===== config.mk =====
export PLATFORM = sky130hd
export DESIGN_NAME = stack_ula_seq
export DESIGN_NICKNAME = d
export VERILOG_FILES = /design/src/rtl/ula_pkg.sv /design/src/rtl/ula_iter_muldiv.sv /design/src/rtl/stack_ula_seq.sv
export SDC_FILE = /design/constraint.sdc
export NUM_CORES = 1
export LEC_CHECK = 0
export BUFFER_PORTS_ARGS = -buffer_cell sky130_fd_sc_hd__buf_2
export CAP_MARGIN = 20
export CELL_PAD_IN_SITES_DETAIL_PLACEMENT = 0
export CELL_PAD_IN_SITES_GLOBAL_PLACEMENT = 1
export CORE_MARGIN = 1.5
export CORE_UTILIZATION = 35
export CTS_BUF_LIST = sky130_fd_sc_hd__clkbuf_16
export CTS_CLUSTER_SIZE = 25
export DETAILED_ROUTE_END_ITERATION = 6
export HOLD_SLACK_MARGIN = 0.02
export PLACE_DENSITY = 0.63
export SLEW_MARGIN = 20
export SYNTH_ARGS = -nofsm -noshare
export SYNTH_HDL_FRONTEND = slang
export SYNTH_SLANG_ARGS = --single-unit

===== constraint.sdc =====
create_clock -name clk -period 3.24 [get_ports clk]
set_input_delay 0.324 -clock clk [delete_from_list [all_inputs] [get_ports clk]]
set_output_delay 0.324 -clock clk [all_outputs]
set_load 0.05 [all_outputs]

===== src/rtl/ula_pkg.sv =====
// Shared opcodes, flag bit positions and FSM state encoding for the stack ULA.
package ula_pkg;

  localparam logic [4:0] ULA_ADD = 5'd0;
  localparam logic [4:0] ULA_SUB = 5'd1;
  localparam logic [4:0] ULA_MUL = 5'd2;
  localparam logic [4:0] ULA_SHL = 5'd3;
  localparam logic [4:0] ULA_SHR = 5'd4;
  localparam logic [4:0] ULA_OR  = 5'd5;
  localparam logic [4:0] ULA_AND = 5'd6;
  localparam logic [4:0] ULA_XOR = 5'd7;
  localparam logic [4:0] ULA_NOT = 5'd8;
  localparam logic [4:0] ULA_EQ  = 5'd9;
  localparam logic [4:0] ULA_NE  = 5'd10;
  localparam logic [4:0] ULA_GT  = 5'd11;
  localparam logic [4:0] ULA_LT  = 5'd12;
  localparam logic [4:0] ULA_GE  = 5'd13;
  localparam logic [4:0] ULA_LE  = 5'd14;
  localparam logic [4:0] ULA_DIV = 5'd15;
  localparam logic [4:0] ULA_MOD = 5'd16;
  localparam logic [4:0] ULA_ASR = 5'd17;

  localparam int FLAG_ZERO = 0;
  localparam int FLAG_NEG  = 1;
  localparam int FLAG_OVF  = 2;
  localparam int FLAG_ERR  = 3;

  typedef enum logic [1:0] {IDLE, ITER, FINISH} ula_state_e;

endpackage


===== src/rtl/ula_iter_muldiv.sv =====
// Iterative shift-add multiplier / restoring divider, one bit per cycle.
// The divider half exists only when ULA_ITER_DIV_EN is defined.
module ula_iter_muldiv
  import ula_pkg::*;
#(
  parameter int DATA_WIDTH = 8
) (
  input  logic                      clk,
  input  logic                      rst,
  input  logic                      start,
  input  logic                      mode,     // 0 multiply, 1 divide
  input  logic [DATA_WIDTH-1:0]     op_a,     // multiplicand / dividend
  input  logic [DATA_WIDTH-1:0]     op_b,     // multiplier / divisor
  output logic                      busy,
  output logic                      done,
  output logic [2*DATA_WIDTH-1:0]   result    // {hi, lo} or {remainder, quotient}
);

  localparam int CNT_WIDTH = $clog2(DATA_WIDTH) + 1;
  localparam int W = DATA_WIDTH;

  ula_state_e         state_q, state_d;
  logic [CNT_WIDTH-1:0] cnt_q, cnt_d;
  logic [2*W-1:0]     acc_q, acc_d;
  logic [W-1:0]       opnd_q, opnd_d;
  logic [2*W-1:0]     step;
  logic [W:0]         mul_sum;
  logic [2*W-1:0]     mul_next;

  // acc = {partial product, remaining multiplier bits}; add then shift right.
  assign mul_sum  = {1'b0, acc_q[2*W-1:W]} + (acc_q[0] ? {1'b0, opnd_q} : '0);
  assign mul_next = {mul_sum, acc_q[W-1:1]};

`ifdef ULA_ITER_DIV_EN
  logic         mode_q, mode_d;
  logic [W:0]   div_shift;
  logic [W:0]   div_trial;
  logic [W-1:0] div_rem;

  // acc = {remainder, dividend/quotient}; a zero divisor naturally yields
  // an all-ones quotient and a remainder equal to the dividend.
  assign div_shift = {acc_q[2*W-1:W], acc_q[W-1]};
  assign div_trial = div_shift - {1'b0, opnd_q};
  assign div_rem   = div_trial[W] ? div_shift[W-1:0] : div_trial[W-1:0];
  assign step      = mode_q ? {div_rem, acc_q[W-2:0], ~div_trial[W]} : mul_next;

  assign mode_d = (state_q == IDLE && start) ? mode : mode_q;

  always_ff @(posedge clk or posedge rst) begin
    if (rst) mode_q <= 1'b0;
    else     mode_q <= mode_d;
  end
`else
  logic unused_mode;
  assign unused_mode = mode;
  assign step        = mul_next;
`endif

  always_comb begin
    state_d = state_q;
    cnt_d   = cnt_q;
    acc_d   = acc_q;
    opnd_d  = opnd_q;
    case (state_q)
      IDLE: begin
        if (start) begin
          acc_d   = mode ? {{W{1'b0}}, op_a} : {{W{1'b0}}, op_b};
          opnd_d  = mode ? op_b : op_a;
          cnt_d   = CNT_WIDTH'(DATA_WIDTH);
          state_d = ITER;
        end
      end
      ITER: begin
        acc_d = step;
        cnt_d = cnt_q - CNT_WIDTH'(1);
        if (cnt_q == CNT_WIDTH'(1)) state_d = FINISH;
      end
      FINISH:  state_d = IDLE;
      default: state_d = IDLE;
    endcase
  end

  always_ff @(posedge clk or posedge rst) begin
    if (rst) begin
      state_q <= IDLE;
      cnt_q   <= '0;
      acc_q   <= '0;
      opnd_q  <= '0;
    end else begin
      state_q <= state_d;
      cnt_q   <= cnt_d;
      acc_q   <= acc_d;
      opnd_q  <= opnd_d;
    end
  end

  assign busy   = (state_q != IDLE);
  assign done   = (state_q == FINISH);
  assign result = acc_q;

endmodule


===== src/rtl/stack_ula_seq.sv =====
// Stack-processor ULA: operand registers, single-cycle ops, flags and a
// START/BUSY/DONE handshake. Define ULA_ITER_DIV_EN to enable DIV/MOD.
module stack_ula_seq
  import ula_pkg::*;
#(
  parameter int DATA_WIDTH = 8
) (
  input  logic                  clk,
  input  logic                  rst,
  input  logic [DATA_WIDTH-1:0] REG_IN,
  input  logic                  CTRL_REG_OP1,
  input  logic                  CTRL_REG_OP2,
  input  logic                  START,
  input  logic [4:0]            SEL_ULA,
  output logic                  BUSY,
  output logic                  DONE,
  output logic [DATA_WIDTH-1:0] ULA_OUT,
  output logic                  COMP_OUT,
  output logic [3:0]            FLAGS
);

  localparam int W = DATA_WIDTH;

  logic [W-1:0] op1_q, op1_d, op2_q, op2_d;
  logic [4:0]   sel_q, sel_d;
  logic [W-1:0] out_q, out_d;
  logic         comp_q, comp_d;
  logic [3:0]   flags_q, flags_d;
  logic         done_q, done_d;

  logic           it_busy, it_done, it_start, accept;
  logic [2*W-1:0] it_res;
  logic [W-1:0]   sc_out, it_out, res_out;
  logic           sc_comp, sc_ovf, sc_err, it_ovf, it_err, res_ovf, res_err;
  logic [2*W-1:0] shl_wide;
  logic           op1_big;

  function automatic logic is_iter(input logic [4:0] sel);
`ifdef ULA_ITER_DIV_EN
    return (sel == ULA_MUL) || (sel == ULA_DIV) || (sel == ULA_MOD);
`else
    return (sel == ULA_MUL);
`endif
  endfunction

  assign accept   = START && !it_busy;
  assign it_start = accept && is_iter(SEL_ULA);

  ula_iter_muldiv #(.DATA_WIDTH(DATA_WIDTH)) u_iter (
    .clk    (clk),
    .rst    (rst),
    .start  (it_start),
    .mode   (SEL_ULA != ULA_MUL),
    .op_a   (op2_q),
    .op_b   (op1_q),
    .busy   (it_busy),
    .done   (it_done),
    .result (it_res)
  );

  assign shl_wide = {{W{1'b0}}, op2_q} << op1_q;
  assign op1_big  = (op1_q >= W'(DATA_WIDTH));

  always_comb begin
    sc_out  = '0;
    sc_comp = 1'b0;
    sc_ovf  = 1'b0;
    sc_err  = 1'b0;
    case (SEL_ULA)
      ULA_ADD: {sc_ovf, sc_out} = {1'b0, op2_q} + {1'b0, op1_q};
      ULA_SUB: begin
        sc_out = op2_q - op1_q;
        sc_ovf = (op2_q < op1_q);
      end
      ULA_SHL: begin
        sc_out = shl_wide[W-1:0];
        sc_ovf = op1_big ? (|op2_q) : (|shl_wide[2*W-1:W]);
      end
      ULA_SHR: sc_out = op2_q >> op1_q;
      ULA_ASR: sc_out = op1_big ? {W{op2_q[W-1]}} : W'($signed(op2_q) >>> op1_q);
      ULA_OR:  sc_out = op2_q | op1_q;
      ULA_AND: sc_out = op2_q & op1_q;
      ULA_XOR: sc_out = op2_q ^ op1_q;
      ULA_NOT: sc_out = ~op1_q;
      ULA_EQ:  sc_comp = (op2_q == op1_q);
      ULA_NE:  sc_comp = (op2_q != op1_q);
      ULA_GT:  sc_comp = (op2_q >  op1_q);
      ULA_LT:  sc_comp = (op2_q <  op1_q);
      ULA_GE:  sc_comp = (op2_q >= op1_q);
      ULA_LE:  sc_comp = (op2_q <= op1_q);
      default: sc_err = 1'b1;
    endcase
  end

`ifdef ULA_ITER_DIV_EN
  logic div0_q, div0_d;
  assign div0_d = it_start ? (op1_q == '0) : div0_q;
  always_ff @(posedge clk or posedge rst) begin
    if (rst) div0_q <= 1'b0;
    else     div0_q <= div0_d;
  end
`endif

  always_comb begin
    it_out = it_res[W-1:0];
    it_ovf = 1'b0;
    it_err = 1'b0;
    case (sel_q)
      ULA_MUL: it_ovf = |it_res[2*W-1:W];
`ifdef ULA_ITER_DIV_EN
      ULA_DIV: it_err = div0_q;
      ULA_MOD: begin
        it_out = it_res[2*W-1:W];
        it_err = div0_q;
      end
`endif
      default: it_err = 1'b1;
    endcase
  end

  always_comb begin
    op1_d   = CTRL_REG_OP1 ? REG_IN : op1_q;
    op2_d   = CTRL_REG_OP2 ? REG_IN : op2_q;
    sel_d   = it_start ? SEL_ULA : sel_q;
    out_d   = out_q;
    comp_d  = comp_q;
    flags_d = flags_q;
    done_d  = 1'b0;
    res_out = it_done ? it_out : sc_out;
    res_ovf = it_done ? it_ovf : sc_ovf;
    res_err = it_done ? it_err : sc_err;
    if (it_done || (accept && !is_iter(SEL_ULA))) begin
      out_d              = res_out;
      comp_d             = it_done ? 1'b0 : sc_comp;
      flags_d[FLAG_ZERO] = (res_out == '0);
      flags_d[FLAG_NEG]  = res_out[W-1];
      flags_d[FLAG_OVF]  = res_ovf;
      flags_d[FLAG_ERR]  = res_err;
      done_d             = 1'b1;
    end
  end

  always_ff @(posedge clk or posedge rst) begin
    if (rst) begin
      op1_q   <= '0;
      op2_q   <= '0;
      sel_q   <= '0;
      out_q   <= '0;
      comp_q  <= 1'b0;
      flags_q <= '0;
      done_q  <= 1'b0;
    end else begin
      op1_q   <= op1_d;
      op2_q   <= op2_d;
      sel_q   <= sel_d;
      out_q   <= out_d;
      comp_q  <= comp_d;
      flags_q <= flags_d;
      done_q  <= done_d;
    end
  end

  assign BUSY     = it_busy;
  assign DONE     = done_q;
  assign ULA_OUT  = out_q;
  assign COMP_OUT = comp_q;
  assign FLAGS    = flags_q;

endmodule


==> flow_summary_export.csv, run 1 <==
group,metric,value,unit
setup_path,crit_buf_inv,1,
global_route,grt.overflow.total,0,
global_route,grt_max_degree,31,
setup_path,crit_family,"simple AND/OR/NAND/NOR gates",
setup_path,rr_worst_depth,9,
timing,tns,0,ns
setup_path,cpMaxStageDelayCell,"dfrtp_1",
power_and_ir_drop,ir_drop,0.265,mV
power_and_ir_drop,swShare,0.418,
global_route,grt_antenna_before_repair,0,
detailed_routing,routed_wl,18600,um
detailed_routing,wl_per_cell,22.0,um
job,cap_violations,0,
setup_path,crit_cells,9,
synth,syn_inst,624,
timing,setup_violations,0,
detailed_routing,dr.pass1.iters,6,
timing,fin_hold_ws,0.0740,ns
synth,seq_area_frac_synth,0.312,
clocking,root_buffer,"clkbuf_16",
setup_path,required,3.47,ns
detailed_routing,drc,0,
power_and_ir_drop,p_switching,1.48,mW
final_layout,syn2layout_area_growth,15.2,%
timing,worstMarginPinSlew,0.659,ns
timing,slew_violations,0,
synth,synthesis.nets,679,
timing,fin_skew,0.00642,ns
timing,min_period,3.10,ns
floorplan,start_util,0.356,
power_and_ir_drop,power.internal,2.06,mW
detailed_routing,vias_per_cell,5.86,
setup_path,crit_fanout,10,
clocking,clk_path_buf_depth,2,
timing,max_slew_margin,0.561,
floorplan,die_w,124,um
timing,rsz0062_at_grt,"false",
placed_design,portBuffers,32,
detailed_routing,final_antenna_net_count,0,
power_and_ir_drop,p_seq_frac,0.337,
synth,synth_cell_type_count,72,
floorplan,core,14400,um2
clocking,clk_latency,0.34,ns
synth,postSynthAreaPerCell,8.23,um2
power_and_ir_drop,clockPowerShare,0.282,
global_route,grt_pass1_wl,29000,um
final_layout,nNetsFinal,715,
setup_path,crit_type,"reg -> reg",
final_layout,nFillCells,1516,
placed_design,hpwl,14400,um
clocking,hold_buffers,0,
setup_path,path_cells,"inv_1, ha_1, nor4_1, nand2_1, mux2i_1, a32oi_1, o32a_1, o21ai_0, a22o_1",
final_layout,final_cell_mix,"nand2_1, dfrtp_1, o21ai_0",
timing,hold_viol,0,
floorplan,die_h,124,um
timing,fin_crit_sh,0.957,
synth,async_flop_share,1.00,
floorplan,die-area,15400,um2
placed_design,placedCellCount,833,
clocking,numCtsBuffers,9,
detailed_routing,vias,4973,
final_layout,n_antenna_cell,0,
clocking,cts.reportedPaths.clkPinSlew,0.06,ns
power_and_ir_drop,total_leakage_power,2.66,nW
setup_path,cpPeakStageDelay,0.65,ns
outcome,status,"finished, final reports clean",
power_and_ir_drop,p_per_area,598,nW/um2
floorplan,io_pins,33,
synth,yosys_most_used_dff,"dfrtp_1",
placed_design,place.gp.congestion,0.966,
final_layout,drive_gt1_frac,0.174,
clocking,cts.repair.resized,0,
synth,synth_seq_cells,64,
floorplan,row_count,44,
timing,timing.fmax,323,MHz
synth,syn_area,5140,um2
setup_path,cp-end-kind,"flop",
setup_path,cp_data_arrival_time,3.32,ns
detailed_routing,drt_iter0_markers,378,
synth,synth_edf_count,0,
global_route,grt_pass1_vias,4909,
clocking,cts_sinks,64,
setup_path,worst_setup_path_start_kind,"flop",
synth,yosys_warnings,0,
worst_hold_path,hp-class,"in -> async",
clocking,htreeDepth,3,
clocking,cts_tree,"done",
global_route,grt_use_total,0.255,
power_and_ir_drop,combPwrFrac,0.381,
setup_path,r2r_slack,0.14,ns
final_layout,final_cell_count_no_fill,849,
final_layout,final_common_cell,"nand2_1",
clocking,cts_post_setup_buffers_inserted,0,
## through the flow
step	power (mW)	setup slack (ns)	cell area (um2)	utilization
finish	3.54	0.140	5920	0.410
global placement	2.53	0.169	5610	0.389
CTS	3.55	0.222	5920	0.410
detailed placement	2.54	0.246	5610	0.389
floorplan	2.11	0.152	5140	-
global route	3.76	0.0521	5920	0.410
## per-layer routing
metal / up-vias / wire [um] / track usage
li1: 2330 / - / -
met1: 2375 / 8300 / 0.351
met2: 231 / 8320 / 0.393
met3: 37 / 1360 / 0.0467
met4: 0 / 665 / 0.109
met5: - / 0 / 0
## registers in the layout, indices dropped and copies added, names as in the netlist
signal	count
u_iter.state_q	2
op1_q	8
FLAGS	4
DONE	1
sel_q	5
op2_q	8
u_iter.result	16
u_iter.cnt_q	4
u_iter.opnd_q	8
COMP_OUT	1
ULA_OUT	7
## cells in the mapped netlist (5+ instances only)
library cell | n | area (um2)
o22ai_1 | 7 | 43.8
a31oi_1 | 6 | 37.5
ha_1 | 34 | 425
o211ai_1 | 6 | 45.0
nor2_1 | 32 | 120
nor3_1 | 14 | 70.1
xnor2_1 | 8 | 70.1
buf_2 | 7 | 35.0
a21oi_1 | 37 | 185
clkbuf_1 | 29 | 109
nand2_1 | 87 | 327
o21bai_1 | 6 | 45.0
o21a_1 | 5 | 37.5
nor4_1 | 8 | 50.1
dfrtp_1 | 64 | 1600
nand3_1 | 26 | 130
mux2i_1 | 7 | 70.1
nor2b_1 | 9 | 56.3
o21ai_0 | 55 | 275
inv_1 | 34 | 128
and2_1 | 15 | 93.8
nand2b_1 | 7 | 43.8
a22oi_1 | 16 | 120
or2_2 | 5 | 31.3
mux2_2 | 11 | 124
a211oi_1 | 5 | 37.5
## worst paths after layout
path                       startpoint       end
hold reg to reg              sel_q[1]  sel_q[1]
setup reg to reg             op2_q[6]  COMP_OUT
setup / recovery             op2_q[6]  COMP_OUT
min in group clk            REG_IN[5]  op2_q[5]
hold / removal                    rst  sel_q[1]
max in group asynchronous         rst  op2_q[3]
## layout make-up
cell class,count,area [um2],area share
clock buffer,9,225,0.0381
tap,184,230,0.0389
inverter,35,131,0.0222
sequential,64,1600,0.271
multi-input combinational,485,3240,0.548
clock inverter,7,78.8,0.0133
timing repair buffer,65,408,0.0689
## logic make-up after synthesis
| group | share of synthesized area |
|---|---|
| AO/OA/AOI/OAI | 0.241 |
| buffers and inverters | 0.0572 |
| multiplexers | 0.0553 |
| adder cells (fa/ha/maj) | 0.0945 |
| XOR/XNOR | 0.0188 |
| flip-flops | 0.312 |
| AND/OR/NAND/NOR | 0.222 |
## power groups by stage
stage / sequential (mW) / clock [mW] / combinational, mW
floorplan: 1.27 / 0 / 0.841
global placement: 1.19 / 0 / 1.34
detailed placement: 1.20 / 0 / 1.34
CTS: 1.19 / 1.02 / 1.35
global route: 1.22 / 1.05 / 1.49
finish: 1.19 / 0.997 / 1.35
No activity file was read; power rests on OpenSTA's default activity.
==> run 2: changes to the inputs <==
--- a/config.mk
+++ b/config.mk
@@ -15,6 +15,7 @@
 export CTS_CLUSTER_SIZE = 25
 export DETAILED_ROUTE_END_ITERATION = 6
 export HOLD_SLACK_MARGIN = 0.02
+export MAX_ROUTING_LAYER = met4
 export PLACE_DENSITY = 0.63
 export SLEW_MARGIN = 20
 export SYNTH_ARGS = -nofsm -noshare
==> run 2 against run 1 <==
First-iteration DRC count rose by 12%. Wire length grew 0.88%. Non-clock buffer count fell by 1. Clock power shrank 11%. Design area down 0.78%. Flip-flop and latch count did not move. Critical endpoint is now FLAGS[0]. Largest cell class unchanged.
==> flow_summary_export.csv, run 2 (synthesized netlist as in run 1, its figures left out) <==
group,metric,value,unit
detailed_routing,wl_per_cell,22.2,um
timing,rsz0062_at_grt,"false",
floorplan,die_h,124,um
placed_design,placed_area,5610,um2
global_route,grt_pass1_vias,4813,
placed_design,place.gp.congestion,1.01,
global_route,grt_max_degree,37,
final_layout,final_cell_count_no_fill,847,
setup_path,cp_data_arrival_time,3.32,ns
clocking,root_buffer,"clkbuf_16",
global_route,grt.overflow.total,0,
detailed_routing,vias,4934,
final_layout,final_area,5870,um2
final_layout,final_common_cell,"nand2_1",
setup_path,crit_type,"reg -> reg",
clocking,cts_tree,"done",
timing,slew_violations,0,
final_layout,syn2layout_area_growth,14.3,%
final_layout,n_antenna_cell,0,
outcome,status,"finished, final reports clean",
final_layout,nNetsFinal,714,
floorplan,die-area,15400,um2
final_layout,largest_register_ffs,16,
timing,fin_hold_ws,0.0580,ns
placed_design,portBuffers,32,
timing,fin_skew,0.00770,ns
clocking,htreeDepth,3,
placed_design,hpwl,14500,um
detailed_routing,drc,0,
global_route,grt_use_total,0.264,
final_layout,regArea,1600,um2
setup_path,cp-end-kind,"flop",
final_layout,final_cell_mix,"nand2_1, dfrtp_1, o21ai_0",
clocking,hold_buffers,0,
detailed_routing,dr.pass1.iters,5,
timing,fin_crit_sh,0.937,
power_and_ir_drop,p_per_area,587,nW/um2
floorplan,core,14400,um2
clocking,cts_sinks,64,
power_and_ir_drop,total_leakage_power,2.64,nW
clocking,clk_latency,0.34,ns
timing,setup_violations,0,
final_layout,multiInputGateArea,3240,um2
setup_path,worst_setup_path_start_kind,"flop",
floorplan,die_w,124,um
timing,hold_viol,0,
clocking,cts.repair.resized,0,
final_layout,drive_gt1_frac,0.172,
detailed_routing,drt_iter0_markers,423,
timing,timing.fmax,329,MHz
setup_path,required,3.52,ns
floorplan,row_count,44,
clocking,cts_post_setup_buffers_inserted,0,
floorplan,io_pins,33,
final_layout,nFillCells,1512,
power_and_ir_drop,p_total,3.45,mW
timing,max_slew_margin,0.552,
detailed_routing,final_antenna_net_count,0,
global_route,grt_pass1_wl,28900,um
clocking,cts.reportedPaths.clkPinSlew,0.06,ns
detailed_routing,routed_wl,18800,um
floorplan,start_util,0.356,
placed_design,placedCellCount,832,
timing,min_period,3.04,ns
global_route,grt_antenna_before_repair,0,
power_and_ir_drop,ir_drop,0.242,mV
setup_path,crit_fanout,10,
clocking,clk_path_buf_depth,2,
worst_hold_path,hp-class,"in -> async",
timing,tns,0,ns
job,cap_violations,0,
clocking,numCtsBuffers,9,
detailed_routing,vias_per_cell,5.83,
timing,worstMarginPinSlew,0.671,ns
==> run 2: cell count changes in the layout (fill, tap and decap cells not counted) <==
cell,change
bufinv_16,-1
ha_2,+1
clkinvlp_4,-1
clkinv_1,+1
inv_6,-2
buf_4,-1
ha_1,-1
clkinv_2,+2
==> run 2: cell type report <==
type | instances | share of cell area
repair buffers | 64 | 0.0682
inverters | 35 | 0.0224
multi-input cells | 485 | 0.553
well taps | 184 | 0.0392
clock buffers | 9 | 0.0384
clock inverters | 6 | 0.00639
flip-flops and latches | 64 | 0.273
==> run 2: final timing paths <==
path | depth (start not counted) | to | start | slack, ns
worst max-delay path | 10 | FLAGS[0] | op2_q[3] | 0.20
min in group clk | 3 | op2_q[4] | REG_IN[4] | 0.21
max in group asynchronous | 3 | u_iter.opnd_q[1] | rst | 2.23
worst min-delay path | 2 | u_iter.state_q[1] | rst | 0.06
worst max register to register | 10 | FLAGS[0] | op2_q[3] | 0.20
worst min register to register | 1 | sel_q[1] | sel_q[1] | 0.46
==> run 2: worst max-delay path, cell delays in order, from the launching register on <==
cell	delay (ns)
dfrtp_1	0.51
inv_1	0.15
ha_2	0.47
inv_1	0.10
a21oi_1	0.29
o21ai_0	0.27
a311oi_1	0.38
o22a_1	0.19
a21oi_1	0.07
o31ai_1	0.33
a41o_1	0.21
==> run 2: routing by layer <==
metal / part of all wire / up-vias / global-route usage / routed length [um]
met5: 0 / - / - / 0
met4: 0.042 / 0 / 0.119 / 792
met3: 0.068 / 45 / 0.0517 / 1290
met2: 0.43 / 213 / 0.391 / 8150
met1: 0.46 / 2343 / 0.348 / 8580
li1: - / 2333 / - / -
==> run 2: through the flow <==
step / setup slack (ns) / utilization
3_5_place_dp: 0.201 / 0.389
4_1_cts: 0.173 / 0.407
5_1_grt: 0.0116 / 0.407
2_1_floorplan: 0.152 / -
3_3_place_gp: 0.334 / 0.389
6_report: 0.203 / 0.407
==> run 2: report_power, final <==
part	internal, mW	switching [mW]	total [mW]
Combinational	0.477	0.900	1.38
Clock	0.509	0.382	0.891
Sequential	0.990	0.191	1.18
Total	1.98	1.47	3.45
